### src/rtl/VX_gpu_pkg.sv
// Shared state encoding and bank-select helper for the lmem bank scheduler.
// Build option: LMEM_BCAST_EN (used by lmem_bank_sched) enables same-address read broadcast.
package VX_gpu_pkg;

    typedef enum logic [1:0] {
        IDLE  = 2'd0,
        ISSUE = 2'd1,
        WAIT  = 2'd2,
        RSP   = 2'd3
    } lmem_sched_state_t;

    // Bank index of a word address; num_banks is a power of two.
    function automatic int unsigned lmem_bank_sel(input logic [31:0] addr, input int unsigned num_banks);
        return addr & (num_banks - 1);
    endfunction

endpackage

### src/rtl/lmem_bank_sched_if.sv
// LSU-side request/response bus of the lmem bank scheduler.
// master = LSU (request issuer), slave = scheduler.
interface lmem_bank_sched_if #(
    parameter int NUM_LANES  = 4,
    parameter int WORD_SIZE  = 4,
    parameter int ADDR_WIDTH = 12,
    parameter int TAG_WIDTH  = 8
);
    logic                                  req_valid;
    logic                                  req_ready;
    logic                                  req_rw;
    logic [NUM_LANES-1:0]                  req_mask;
    logic [NUM_LANES-1:0][WORD_SIZE-1:0]   req_byteen;
    logic [NUM_LANES-1:0][ADDR_WIDTH-1:0]  req_addr;
    logic [NUM_LANES-1:0][WORD_SIZE*8-1:0] req_data;
    logic [TAG_WIDTH-1:0]                  req_tag;

    logic                                  rsp_valid;
    logic                                  rsp_ready;
    logic [NUM_LANES-1:0]                  rsp_mask;
    logic [NUM_LANES-1:0][WORD_SIZE*8-1:0] rsp_data;
    logic [TAG_WIDTH-1:0]                  rsp_tag;

    modport master (
        output req_valid, req_rw, req_mask, req_byteen, req_addr, req_data, req_tag, rsp_ready,
        input  req_ready, rsp_valid, rsp_mask, rsp_data, rsp_tag
    );

    modport slave (
        input  req_valid, req_rw, req_mask, req_byteen, req_addr, req_data, req_tag, rsp_ready,
        output req_ready, rsp_valid, rsp_mask, rsp_data, rsp_tag
    );
endinterface

### src/rtl/lmem_bank_grant.sv
// Per-bank arbiter: picks the lowest-index requesting lane as a one-hot grant.
module lmem_bank_grant #(
    parameter int N = 4
) (
    input  logic [N-1:0] i_match,
    output logic [N-1:0] o_grant,
    output logic         o_valid
);
    // NOTE: every output of an always_comb gets a default first so no path can infer a latch.
    always_comb begin
        o_grant = '0;
        for (int i = N - 1; i >= 0; i--) begin
            if (i_match[i]) begin
                o_grant    = '0;
                o_grant[i] = 1'b1;
            end
        end
    end

    assign o_valid = |i_match;
endmodule

### src/rtl/lmem_bank_sched.sv
// Bank-conflict scheduler: spreads one multi-lane lmem request over NUM_BANKS single-port banks.
// Build option: LMEM_BCAST_EN makes same-address read lanes share one bank access.
module lmem_bank_sched
    import VX_gpu_pkg::*;
#(
    parameter  int NUM_LANES     = 4,
    parameter  int NUM_BANKS     = 4,
    parameter  int WORD_SIZE     = 4,
    parameter  int ADDR_WIDTH    = 12,
    parameter  int TAG_WIDTH     = 8,
    localparam int BANK_SEL_BITS = $clog2(NUM_BANKS),
    localparam int ROW_WIDTH     = ADDR_WIDTH - BANK_SEL_BITS,
    localparam int WORD_BITS     = WORD_SIZE * 8
) (
    input  logic                                 clk,
    input  logic                                 reset,
    lmem_bank_sched_if.slave                     bus,
    output logic [NUM_BANKS-1:0]                 bank_valid,
    output logic [NUM_BANKS-1:0]                 bank_rw,
    output logic [NUM_BANKS-1:0][ROW_WIDTH-1:0]  bank_addr,
    output logic [NUM_BANKS-1:0][WORD_SIZE-1:0]  bank_byteen,
    output logic [NUM_BANKS-1:0][WORD_BITS-1:0]  bank_wdata,
    input  logic [NUM_BANKS-1:0][WORD_BITS-1:0]  bank_rdata,
    output logic [31:0]                          perf_conflicts
);
    lmem_sched_state_t r_state, w_next_state;

    logic                                  r_rw;
    logic [NUM_LANES-1:0]                  r_mask, r_pending, r_capture;
    logic [NUM_LANES-1:0][WORD_SIZE-1:0]   r_byteen;
    logic [NUM_LANES-1:0][ADDR_WIDTH-1:0]  r_addr;
    logic [NUM_LANES-1:0][WORD_BITS-1:0]   r_data, r_rsp_data;
    logic [TAG_WIDTH-1:0]                  r_tag;
    logic                                  r_first_issue;
    logic [31:0]                           r_perf;

    logic [NUM_BANKS-1:0][NUM_LANES-1:0]   w_match, w_grant;
    logic [NUM_BANKS-1:0]                  w_bank_hit;
    logic [NUM_LANES-1:0]                  w_lane_grant, w_next_pending;
    logic                                  w_accept;
`ifdef LMEM_BCAST_EN
    logic [NUM_BANKS-1:0][ADDR_WIDTH-1:0]  w_bank_full_addr;
`endif

    assign w_accept = bus.req_valid && bus.req_ready;

    always_comb begin
        w_match = '0;
        for (int b = 0; b < NUM_BANKS; b++) begin
            for (int l = 0; l < NUM_LANES; l++) begin
                w_match[b][l] = (r_state == ISSUE) && r_pending[l] &&
                                (lmem_bank_sel(32'(r_addr[l]), NUM_BANKS) == b);
            end
        end
    end

    for (genvar gb = 0; gb < NUM_BANKS; gb++) begin : g_bank
        lmem_bank_grant #(.N(NUM_LANES)) u_grant (
            .i_match (w_match[gb]),
            .o_grant (w_grant[gb]),
            .o_valid (w_bank_hit[gb])
        );
    end

    // Bank outputs follow the granted lane; broadcast lanes ride on the same read.
    always_comb begin
        bank_valid   = w_bank_hit;
        bank_rw      = '0;
        bank_addr    = '0;
        bank_byteen  = '0;
        bank_wdata   = '0;
        w_lane_grant = '0;
`ifdef LMEM_BCAST_EN
        w_bank_full_addr = '0;
`endif
        for (int b = 0; b < NUM_BANKS; b++) begin
            bank_rw[b] = w_bank_hit[b] & r_rw;
            for (int l = 0; l < NUM_LANES; l++) begin
                if (w_grant[b][l]) begin
                    bank_addr[b]   = r_addr[l][ADDR_WIDTH-1:BANK_SEL_BITS];
                    bank_byteen[b] = r_byteen[l];
                    bank_wdata[b]  = r_data[l];
`ifdef LMEM_BCAST_EN
                    w_bank_full_addr[b] = r_addr[l];
`endif
                end
            end
            w_lane_grant = w_lane_grant | w_grant[b];
`ifdef LMEM_BCAST_EN
            for (int l = 0; l < NUM_LANES; l++) begin
                if (w_bank_hit[b] && !r_rw && w_match[b][l] && (r_addr[l] == w_bank_full_addr[b]))
                    w_lane_grant[l] = 1'b1;
            end
`endif
        end
    end

    assign w_next_pending = r_pending & ~w_lane_grant;

    always_comb begin
        w_next_state = r_state;
        case (r_state)
            IDLE:    if (bus.req_valid && (bus.req_mask != '0)) w_next_state = ISSUE;
            ISSUE:   if (w_next_pending == '0) w_next_state = r_rw ? IDLE : WAIT;
            WAIT:    w_next_state = RSP;
            RSP:     if (bus.rsp_ready) w_next_state = IDLE;
            default: w_next_state = IDLE;
        endcase
    end

    // NOTE: sequential state uses non-blocking assignments so all registers update from pre-edge values.
    always_ff @(posedge clk) begin
        if (reset) begin
            r_state       <= IDLE;
            r_pending     <= '0;
            r_capture     <= '0;
            r_first_issue <= 1'b0;
            r_perf        <= '0;
        end else begin
            r_state   <= w_next_state;
            r_capture <= ((r_state == ISSUE) && !r_rw) ? w_lane_grant : '0;
            if (r_state == ISSUE) begin
                r_pending     <= w_next_pending;
                r_first_issue <= 1'b0;
                if (!r_first_issue) r_perf <= r_perf + 32'd1;
            end
            if (w_accept) begin
                r_pending     <= bus.req_mask;
                r_first_issue <= 1'b1;
            end
        end
    end

    // NOTE: payload/data registers carry no reset; the FSM guarantees they are loaded before use.
    always_ff @(posedge clk) begin
        if (w_accept) begin
            r_rw       <= bus.req_rw;
            r_mask     <= bus.req_mask;
            r_byteen   <= bus.req_byteen;
            r_addr     <= bus.req_addr;
            r_data     <= bus.req_data;
            r_tag      <= bus.req_tag;
            r_rsp_data <= '0;
        end else begin
            for (int l = 0; l < NUM_LANES; l++) begin
                for (int b = 0; b < NUM_BANKS; b++) begin
                    if (r_capture[l] && (lmem_bank_sel(32'(r_addr[l]), NUM_BANKS) == b))
                        r_rsp_data[l] <= bank_rdata[b];
                end
            end
        end
    end

    assign bus.req_ready  = (r_state == IDLE);
    assign bus.rsp_valid  = (r_state == RSP);
    assign bus.rsp_mask   = r_mask;
    assign bus.rsp_data   = r_rsp_data;
    assign bus.rsp_tag    = r_tag;
    assign perf_conflicts = r_perf;
endmodule

### src/flat_wrapper.sv
// flat-port wrapper written by rule: the top's interface ports become plain ports
module lmem_bank_sched_flat import VX_gpu_pkg::*;
#(
    parameter  int NUM_LANES     = 4,
    parameter  int NUM_BANKS     = 4,
    parameter  int WORD_SIZE     = 4,
    parameter  int ADDR_WIDTH    = 12,
    parameter  int TAG_WIDTH     = 8,
    localparam int BANK_SEL_BITS = $clog2(NUM_BANKS),
    localparam int ROW_WIDTH     = ADDR_WIDTH - BANK_SEL_BITS,
    localparam int WORD_BITS     = WORD_SIZE * 8
)
  (clk, reset, bank_valid, bank_rw, bank_addr, bank_byteen, bank_wdata, bank_rdata, perf_conflicts, bus_req_valid, bus_req_rw, bus_req_mask, bus_req_byteen, bus_req_addr, bus_req_data, bus_req_tag, bus_rsp_ready, bus_req_ready, bus_rsp_valid, bus_rsp_mask, bus_rsp_data, bus_rsp_tag);
  lmem_bank_sched_if #(.NUM_LANES(NUM_LANES), .WORD_SIZE(WORD_SIZE), .ADDR_WIDTH(ADDR_WIDTH), .TAG_WIDTH(TAG_WIDTH)) bus_i ();
  input  logic clk;
  input  logic reset;
  output logic [NUM_BANKS-1:0] bank_valid;
  output logic [NUM_BANKS-1:0] bank_rw;
  output logic [NUM_BANKS-1:0][ROW_WIDTH-1:0] bank_addr;
  output logic [NUM_BANKS-1:0][WORD_SIZE-1:0] bank_byteen;
  output logic [NUM_BANKS-1:0][WORD_BITS-1:0] bank_wdata;
  input  logic [NUM_BANKS-1:0][WORD_BITS-1:0] bank_rdata;
  output logic [31:0] perf_conflicts;
  input wire logic [$bits(bus_i.req_valid)-1:0] bus_req_valid;
  input wire logic [$bits(bus_i.req_rw)-1:0] bus_req_rw;
  input wire logic [$bits(bus_i.req_mask)-1:0] bus_req_mask;
  input wire logic [$bits(bus_i.req_byteen)-1:0] bus_req_byteen;
  input wire logic [$bits(bus_i.req_addr)-1:0] bus_req_addr;
  input wire logic [$bits(bus_i.req_data)-1:0] bus_req_data;
  input wire logic [$bits(bus_i.req_tag)-1:0] bus_req_tag;
  input wire logic [$bits(bus_i.rsp_ready)-1:0] bus_rsp_ready;
  output wire logic [$bits(bus_i.req_ready)-1:0] bus_req_ready;
  output wire logic [$bits(bus_i.rsp_valid)-1:0] bus_rsp_valid;
  output wire logic [$bits(bus_i.rsp_mask)-1:0] bus_rsp_mask;
  output wire logic [$bits(bus_i.rsp_data)-1:0] bus_rsp_data;
  output wire logic [$bits(bus_i.rsp_tag)-1:0] bus_rsp_tag;
  assign bus_i.req_valid = bus_req_valid;
  assign bus_i.req_rw = bus_req_rw;
  assign bus_i.req_mask = bus_req_mask;
  assign bus_i.req_byteen = bus_req_byteen;
  assign bus_i.req_addr = bus_req_addr;
  assign bus_i.req_data = bus_req_data;
  assign bus_i.req_tag = bus_req_tag;
  assign bus_i.rsp_ready = bus_rsp_ready;
  assign bus_req_ready = bus_i.req_ready;
  assign bus_rsp_valid = bus_i.rsp_valid;
  assign bus_rsp_mask = bus_i.rsp_mask;
  assign bus_rsp_data = bus_i.rsp_data;
  assign bus_rsp_tag = bus_i.rsp_tag;
  lmem_bank_sched #(.NUM_LANES(NUM_LANES), .NUM_BANKS(NUM_BANKS), .WORD_SIZE(WORD_SIZE), .ADDR_WIDTH(ADDR_WIDTH), .TAG_WIDTH(TAG_WIDTH)) u_core (.clk(clk), .reset(reset), .bus(bus_i), .bank_valid(bank_valid), .bank_rw(bank_rw), .bank_addr(bank_addr), .bank_byteen(bank_byteen), .bank_wdata(bank_wdata), .bank_rdata(bank_rdata), .perf_conflicts(perf_conflicts));
endmodule
### config.mk
export PLATFORM = sky130hd
export DESIGN_NAME = lmem_bank_sched_flat
export DESIGN_NICKNAME = d
export VERILOG_FILES = /design/src/rtl/VX_gpu_pkg.sv /design/src/rtl/lmem_bank_sched_if.sv /design/src/rtl/lmem_bank_grant.sv /design/src/rtl/lmem_bank_sched.sv /design/src/flat_wrapper.sv
export SDC_FILE = /design/constraint.sdc
export NUM_CORES = 1
export LEC_CHECK = 0
export CAP_MARGIN = 15
export CORE_ASPECT_RATIO = 0.7
export CORE_MARGIN = 2
export CORE_UTILIZATION = 25
export CTS_BUF_LIST = sky130_fd_sc_hd__clkbuf_8
export DETAILED_ROUTE_END_ITERATION = 12
export PLACE_DENSITY = 0.53
export SYNTH_ARGS = -nofsm -noshare
export SYNTH_HDL_FRONTEND = slang
export SYNTH_SLANG_ARGS = --single-unit
### constraint.sdc
create_clock -name clk -period 8.41 [get_ports clk]
set_input_delay 1.682 -clock clk [delete_from_list [all_inputs] [get_ports clk]]
set_output_delay 1.682 -clock clk [all_outputs]
set_load 0.05 [all_outputs]
==> results of run 1 <==
flip-flops by register name, summed over array words and instances (netlist names), named ones only:
name	flops
u_core.r_pending	4
u_core.bus.rsp_data	128
u_core.r_data	128
u_core.bus.rsp_tag	8
u_core.bus.rsp_mask	4
u_core.r_byteen	16
u_core.r_rw	1
u_core.r_state	1
u_core.r_capture	4
u_core.perf_conflicts	32
u_core.r_addr	48
u_core.r_first_issue	1
worst max-delay path, delay by kind of cell, from the launching register on:
family          cells  cell delay [ns]
compound gates      2             0.63
flops               1             0.56
simple gates        3             1.34
buf+inv             2             1.48
synth_stat cells, drive strengths merged, types with 3 or more instances:
cell / n
a21oi: 6
nand2b: 4
buf: 94
nor4b: 3
nand3: 31
dfxtp: 171
o221ai: 3
and2: 3
mux4: 83
nor4: 5
nor3b: 4
edfxtp: 205
o22ai: 16
o21ai: 213
nor3: 9
nor2: 202
a22oi: 369
xnor2: 8
a31oi: 7
nor2b: 5
a221oi: 25
xor2: 23
and4: 5
o211ai: 16
nand2: 43
nand4: 9
mux2: 16
mux2i: 134
clkbuf: 85
nand4b: 3
inv: 28
or3: 3
final cells by class:
class	count	area, um2	share of cell area
clock inverter	50	225	0.00763
timing repair buffer	739	7320	0.248
clock buffer	77	1060	0.0359
sequential	376	9580	0.325
antenna	18	45.0	0.00153
tap	1068	1340	0.0453
inverter	28	113	0.00382
multi-input combinational	1260	9820	0.333
final timing paths:
check | slack [ns] | endpoint | start
worst min-delay path | 0.49 | u_core.bus.rsp_data[80]$_SDFFE_PP0P_ | u_core.bus.rsp_data[80]$_SDFFE_PP0P_
worst max register to register | 5.02 | flop | u_core.r_addr[12]$_DFFE_PP_
worst min register to register | 0.49 | u_core.bus.rsp_data[80]$_SDFFE_PP0P_ | u_core.bus.rsp_data[80]$_SDFFE_PP0P_
worst max-delay path | 1.96 | bank_wdata[0] | u_core.r_state[0]$_SDFFE_PP0P_
logic make-up (layout without fill, tap and decap cells):
| logic type | Yosys count | count (layout) | synth area share |
|---|---|---|---|
| AO/OA/AOI/OAI | 661 | 661 | 0.220 |
| flip-flops | 376 | 376 | 0.475 |
| AND/OR/NAND/NOR | 334 | 334 | 0.0801 |
| multiplexers | 233 | 233 | 0.168 |
| buffers and inverters | 207 | 894 | 0.0435 |
| XOR/XNOR | 31 | 31 | 0.0135 |
| adder cells (fa/ha/maj) | 1 | 1 | 0.000620 |
| other | 0 | 18 | 0 |
power groups by stage:
stage / logic, mW / clock network [mW] / registers (mW)
floorplan: 0.423 / 0 / 2.26
global route: 0.903 / 1.85 / 2.21
detailed placement: 0.857 / 0 / 2.23
finish: 0.858 / 1.71 / 2.21
CTS: 0.860 / 1.77 / 2.20
global placement: 0.850 / 0 / 2.23
layer usage:
layer / global-route usage / wire (um) / up-vias
met2: 0.341 / 44200 / 1169
met5: 0 / 13 / -
met4: 0.0959 / 3890 / 2
li1: - / - / 8550
met3: 0.0509 / 8280 / 221
met1: 0.294 / 39700 / 9784
==> reports/results.ini, run 1 <==
[clock_network]
clk_latency_ns=0.66
post_cts_buffers=0
clk_pin_slew_ns=0.06
cts_inserted_buffers=71
cts_resized=0
clock_sinks=376
cts_tree=built
htreeDepth=3
root_buffer=clkbuf_8
ctsHoldBuffers=0
cts_buffer_depth=3

[power]
p_seq_frac=0.462
p_total_mw=4.78
p_clk_frac=0.358
combPwrFrac=0.180
intPower_mw=3.29
p_per_area_mw_per_mm2=162
vdd_drop_max_uv=106
p_sw_mw=1.49
p_sw_frac=0.311
leakage_nw=9.47

[timing]
finalHoldViolCount=0
report.final.slew_viol_count=0
rsz0062_at_grt=false
setup_violations=0
relSlewSlack=0.233
clock.fmax_ghz=0.155
hold-worst-slack_ns=0.490
layout_min_cycle_time_ns=6.45
finalSetupTns_ns=0
fin_ws_ns=1.96
worst_pin_slew_ns=1.15
skew_ns=0.0285
min_period_over_period=0.767

[worst_setup_path]
critPathLaunchType=flop
slowest_stage=clkdlybuf4s50_1
critical_path_class=reg2out
worstPathMaxFanout=38
worst_setup_path_end_kind=primary output
critPathArrivalTime_ns=4.77
crit_chain=nor2b_1 > nand3_1 > nor2_4 > buf_4 > a22oi_1 > o21ai_0 > clkdlybuf4s50_1
reg2reg_depth=9
max_stage_delay_ns=0.91
worstPathRequired_ns=6.73

[final_layout]
final_common_cell=clkdlybuf4s50_1
final_area_mm2=0.0295
final_cell_mix=clkdlybuf4s50_1 (702), a22oi_1 (369), edfxtp_1 (205)
final_core_util=0.368
nFillCells=7879
fin_nets=2814
areaGrowthSynthToFinish_pct=46.2
finalNonFillerCells=3616
drive_above_1_share=0.101

[synthesis]
ys_top_cells_by_area=edfxtp_1 (31%), dfxtp_1 (17%), a22oi_1 (14%), mux4_2 (9.3%), mux2i_1 (6.6%)
synth-edff-count=205
yosys_warnings=0
syn_nets=2181
syn_area_mm2=0.0202
synthArstFlopShare=0
yosys.area.top_type_share=0.305
yosysTopAreaCell=edfxtp_1
avgSynthCellArea_um2=11.0
ys_types=53
netlist_instances=1843
synth_ff_type=edfxtp_1
synth_seq_cells=376
yosysSeqAreaShare=0.475

[global_routing]
gr-usage-all-layers=0.221
grt_overflow_total=0
grt_max_degree=159
grt_pass1_wl_mm=137
antenna_found_initial=20
grt_pass1_vias=19100

[routing]
vias_per_cell=5.46
wl_per_cell_um=26.6
drcViolationCount=0
firstDrtPassIters=7
totalWireLength_mm=96.1
drt_iter0_markers=2208
vias=19700
antenna_left=0

[flow_run]
maxCapViolations=0

[placement]
post-dp-hpwl_mm=65.3
dp.cells=3471
place_ws_ns=2.82
gp_congestion=0.956
portBuffers=702
place_area_mm2=0.0282

[worst_hold_path]
worstHoldPathCells=2
hp-class=reg2reg

[status]
status=finished, final reports clean

[die]
design.die.area_mm2=0.0831
die_width_um=344
core_mm2=0.0802
fp-row-count=87
initial_utilization=0.252
ios=703
die_h_um=242

(Power assumes the default switching activity.)
==> inputs of run 2 (changes only) <==
Clock period 8.41 ns to 5.18 ns, I/O delays scaled along.
==> run 2 against run 1 <==
Compared with the run above:
- register-to-register slack got worse by 3.0 ns
- global-route usage increased by 0.36 points
- sequential power increased by 62%
- utilization increased by 0.36 points
- design area increased by 0.98%
- critical path depth unchanged
- count of clock-buffer cells in the layout increased by 3
- flip-flop and latch count unchanged
- largest power group unchanged
==> reports/results.ini, run 2 (same netlist as run 1, synthesis figures left out) <==
[timing]
worst_pin_slew_ns=1.19  ; +0.0394 ns
finalSetupTns_ns=0  ; unchanged
clock.fmax_ghz=0.204
finalHoldViolCount=0  ; unchanged
min_period_over_period=0.945
relSlewSlack=0.209  ; -0.0244
report.final.slew_viol_count=0  ; unchanged
setup_violations=0  ; unchanged
skew_ns=0.0230  ; -0.00543 ns
layout_min_cycle_time_ns=4.89
rsz0062_at_grt=false

[power]
leakage_nw=9.84  ; +4.0%
combPwrFrac=0.177  ; -0.003
p_seq_frac=0.448  ; -0.014
p_per_area_mw_per_mm2=268  ; +66%
p_sw_frac=0.306  ; -0.00595
intPower_mw=5.54  ; +69%
p_clk_frac=0.375  ; +0.017
vdd_drop_max_uv=200  ; +89%
p_sw_mw=2.44  ; +64%

[global_routing]
use_met1=0.307  ; +0.0128
antenna_found_initial=18  ; -10%
grt_pass1_wl_mm=139  ; +1.8%
grt_max_degree=127  ; -20%
grt_pass1_vias=19200  ; +0.52%
grt.busiest_layer=met2
gr-usage-all-layers=0.224  ; +0.00359
use_met3=0.0449  ; -0.00605
grt_overflow_total=0  ; unchanged
grt.met2_usage=0.349  ; +0.00740

[final_layout]
finalNonFillerCells=3638  ; +0.61%
final_cell_mix=clkdlybuf4s50_1 (640), a22oi_1 (369), edfxtp_1 (205)
final_common_cell=clkdlybuf4s50_1
drive_above_1_share=0.134  ; +0.0331
areaGrowthSynthToFinish_pct=47.6
nFillCells=7861  ; -0.23%
fin_nets=2836  ; +0.78%
final_area_mm2=0.0298  ; +0.98%

[worst_setup_path]
slowest_stage=clkdlybuf4s50_1
critical_path_class=reg2out
worst-path-buf-inv=2  ; unchanged
crit_chain=nor2b_4 > nand4b_1 > nor2_4 > buf_4 > a22oi_1 > o21ai_0 > clkdlybuf4s50_1
critPathLaunchType=flop
worstPathMaxFanout=35  ; -7.9%
r2r_slack_ns=2.05  ; -2.97 ns
worstPathRequired_ns=4.14  ; -2.59 ns
max_stage_delay_ns=0.84  ; -0.07 ns
crit_family=buffers and inverters
critPathArrivalTime_ns=3.86  ; -0.91 ns
worst_setup_path_end_kind=primary output

[clock_network]
cts_inserted_buffers=71  ; unchanged
clk_latency_ns=0.66  ; about the same
clock_sinks=376  ; unchanged
cts_buffer_depth=3  ; unchanged
clk_pin_slew_ns=0.06  ; about the same
root_buffer=clkbuf_8
ctsHoldBuffers=0  ; unchanged
htreeDepth=3  ; unchanged
cts_tree=built

[die]
fp-row-count=87  ; unchanged
design.die.area_mm2=0.0831  ; unchanged
core_mm2=0.0802  ; unchanged
die_h_um=242  ; unchanged
initial_utilization=0.252  ; unchanged
die_width_um=344  ; unchanged
ios=703  ; unchanged

[placement]
dp.cells=3488  ; +0.49%
place_area_mm2=0.0283  ; +0.40%
post-dp-hpwl_mm=67.5  ; +3.3%
portBuffers=702  ; unchanged
gp_congestion=0.952  ; -0.41%

[routing]
drt_iter0_markers=1911  ; -13%
wl_per_cell_um=26.6  ; +0.19%
totalWireLength_mm=96.9  ; +0.80%
vias_per_cell=5.42  ; -0.68%
vias=19700  ; -0.071%
drcViolationCount=0  ; unchanged
antenna_left=0  ; unchanged
firstDrtPassIters=6  ; -1

[status]
status=finished, final reports clean

[flow_run]
maxCapViolations=0  ; unchanged

[worst_hold_path]
hp-class=reg2reg

[run 2: final timing paths]
kind | start | endpoint | cells past startpoint
setup / recovery | u_core.r_state[0]$_SDFFE_PP0P_ | bank_wdata[41] | 7
hold / removal | u_core.bus.rsp_data[14]$_SDFFE_PP0P_ | u_core.bus.rsp_data[14]$_SDFFE_PP0P_ | 2
setup reg to reg | u_core.r_state[0]$_SDFFE_PP0P_ | flop | 7
hold reg to reg | u_core.bus.rsp_data[14]$_SDFFE_PP0P_ | u_core.bus.rsp_data[14]$_SDFFE_PP0P_ | 2
[run 2: timing repair]
item / CTS / global route
gates resized for setup: 1 / 5
pin swaps: 2 / 0
setup buffers: 5 / 0
endpoints found under the setup margin: 71 / 25
endpoints found under the hold margin: 0 / 0
[run 2: per-layer routing]
layer | routed length, um | share of wire
met5 | 11 | 0.00011
met3 | 7630 | 0.079
met4 | 3450 | 0.036
met1 | 41100 | 0.42
met2 | 44700 | 0.46
[run 2: power by group through the flow]
| stage | registers (mW) | clock network, mW | logic, mW |
|---|---|---|---|
| floorplan | 3.65 | 0 | 0.688 |
| global placement | 3.63 | 0 | 1.39 |
| detailed placement | 3.63 | 0 | 1.41 |
| CTS | 3.57 | 3.10 | 1.41 |
| global route | 3.60 | 3.23 | 1.49 |
| finish | 3.58 | 2.99 | 1.41 |
[run 2: area by class of cell]
| class | instances | area [um2] | share of cell area |
|---|---|---|---|
| antenna | 16 | 40.0 | 0.00134 |
| inverter | 28 | 113 | 0.00378 |
| clock buffer | 80 | 1100 | 0.0370 |
| timing repair buffer | 761 | 7500 | 0.252 |
| multi-input combinational | 1260 | 9820 | 0.330 |
| clock inverter | 49 | 297 | 0.00995 |
| sequential | 376 | 9580 | 0.322 |
| tap | 1068 | 1340 | 0.0449 |
[run 2: per-stage QoR]
stage | hold slack, ns | power (mW) | worst slack, ns | util
after detailed placement | 0.476 | 5.03 | 0.434 | 0.353
after global routing | 0.513 | 8.31 | 0.0696 | 0.371
final | 0.490 | 7.98 | 0.287 | 0.371
after floorplan | 0.455 | 4.34 | 0.398 | -
after CTS | 0.485 | 8.08 | 0.0342 | 0.371
after global placement | 0.475 | 5.02 | 0.556 | 0.353
[run 2: worst reg2reg max path, stage by stage, from the launching register on]
cell       delay, ns
dfxtp_1         0.56
nand3b_4        0.22
nor3b_4         0.30
buf_4           0.79
nor3_1          0.18
a2111oi_2       0.47
a222oi_1        0.26
a32o_1          0.24
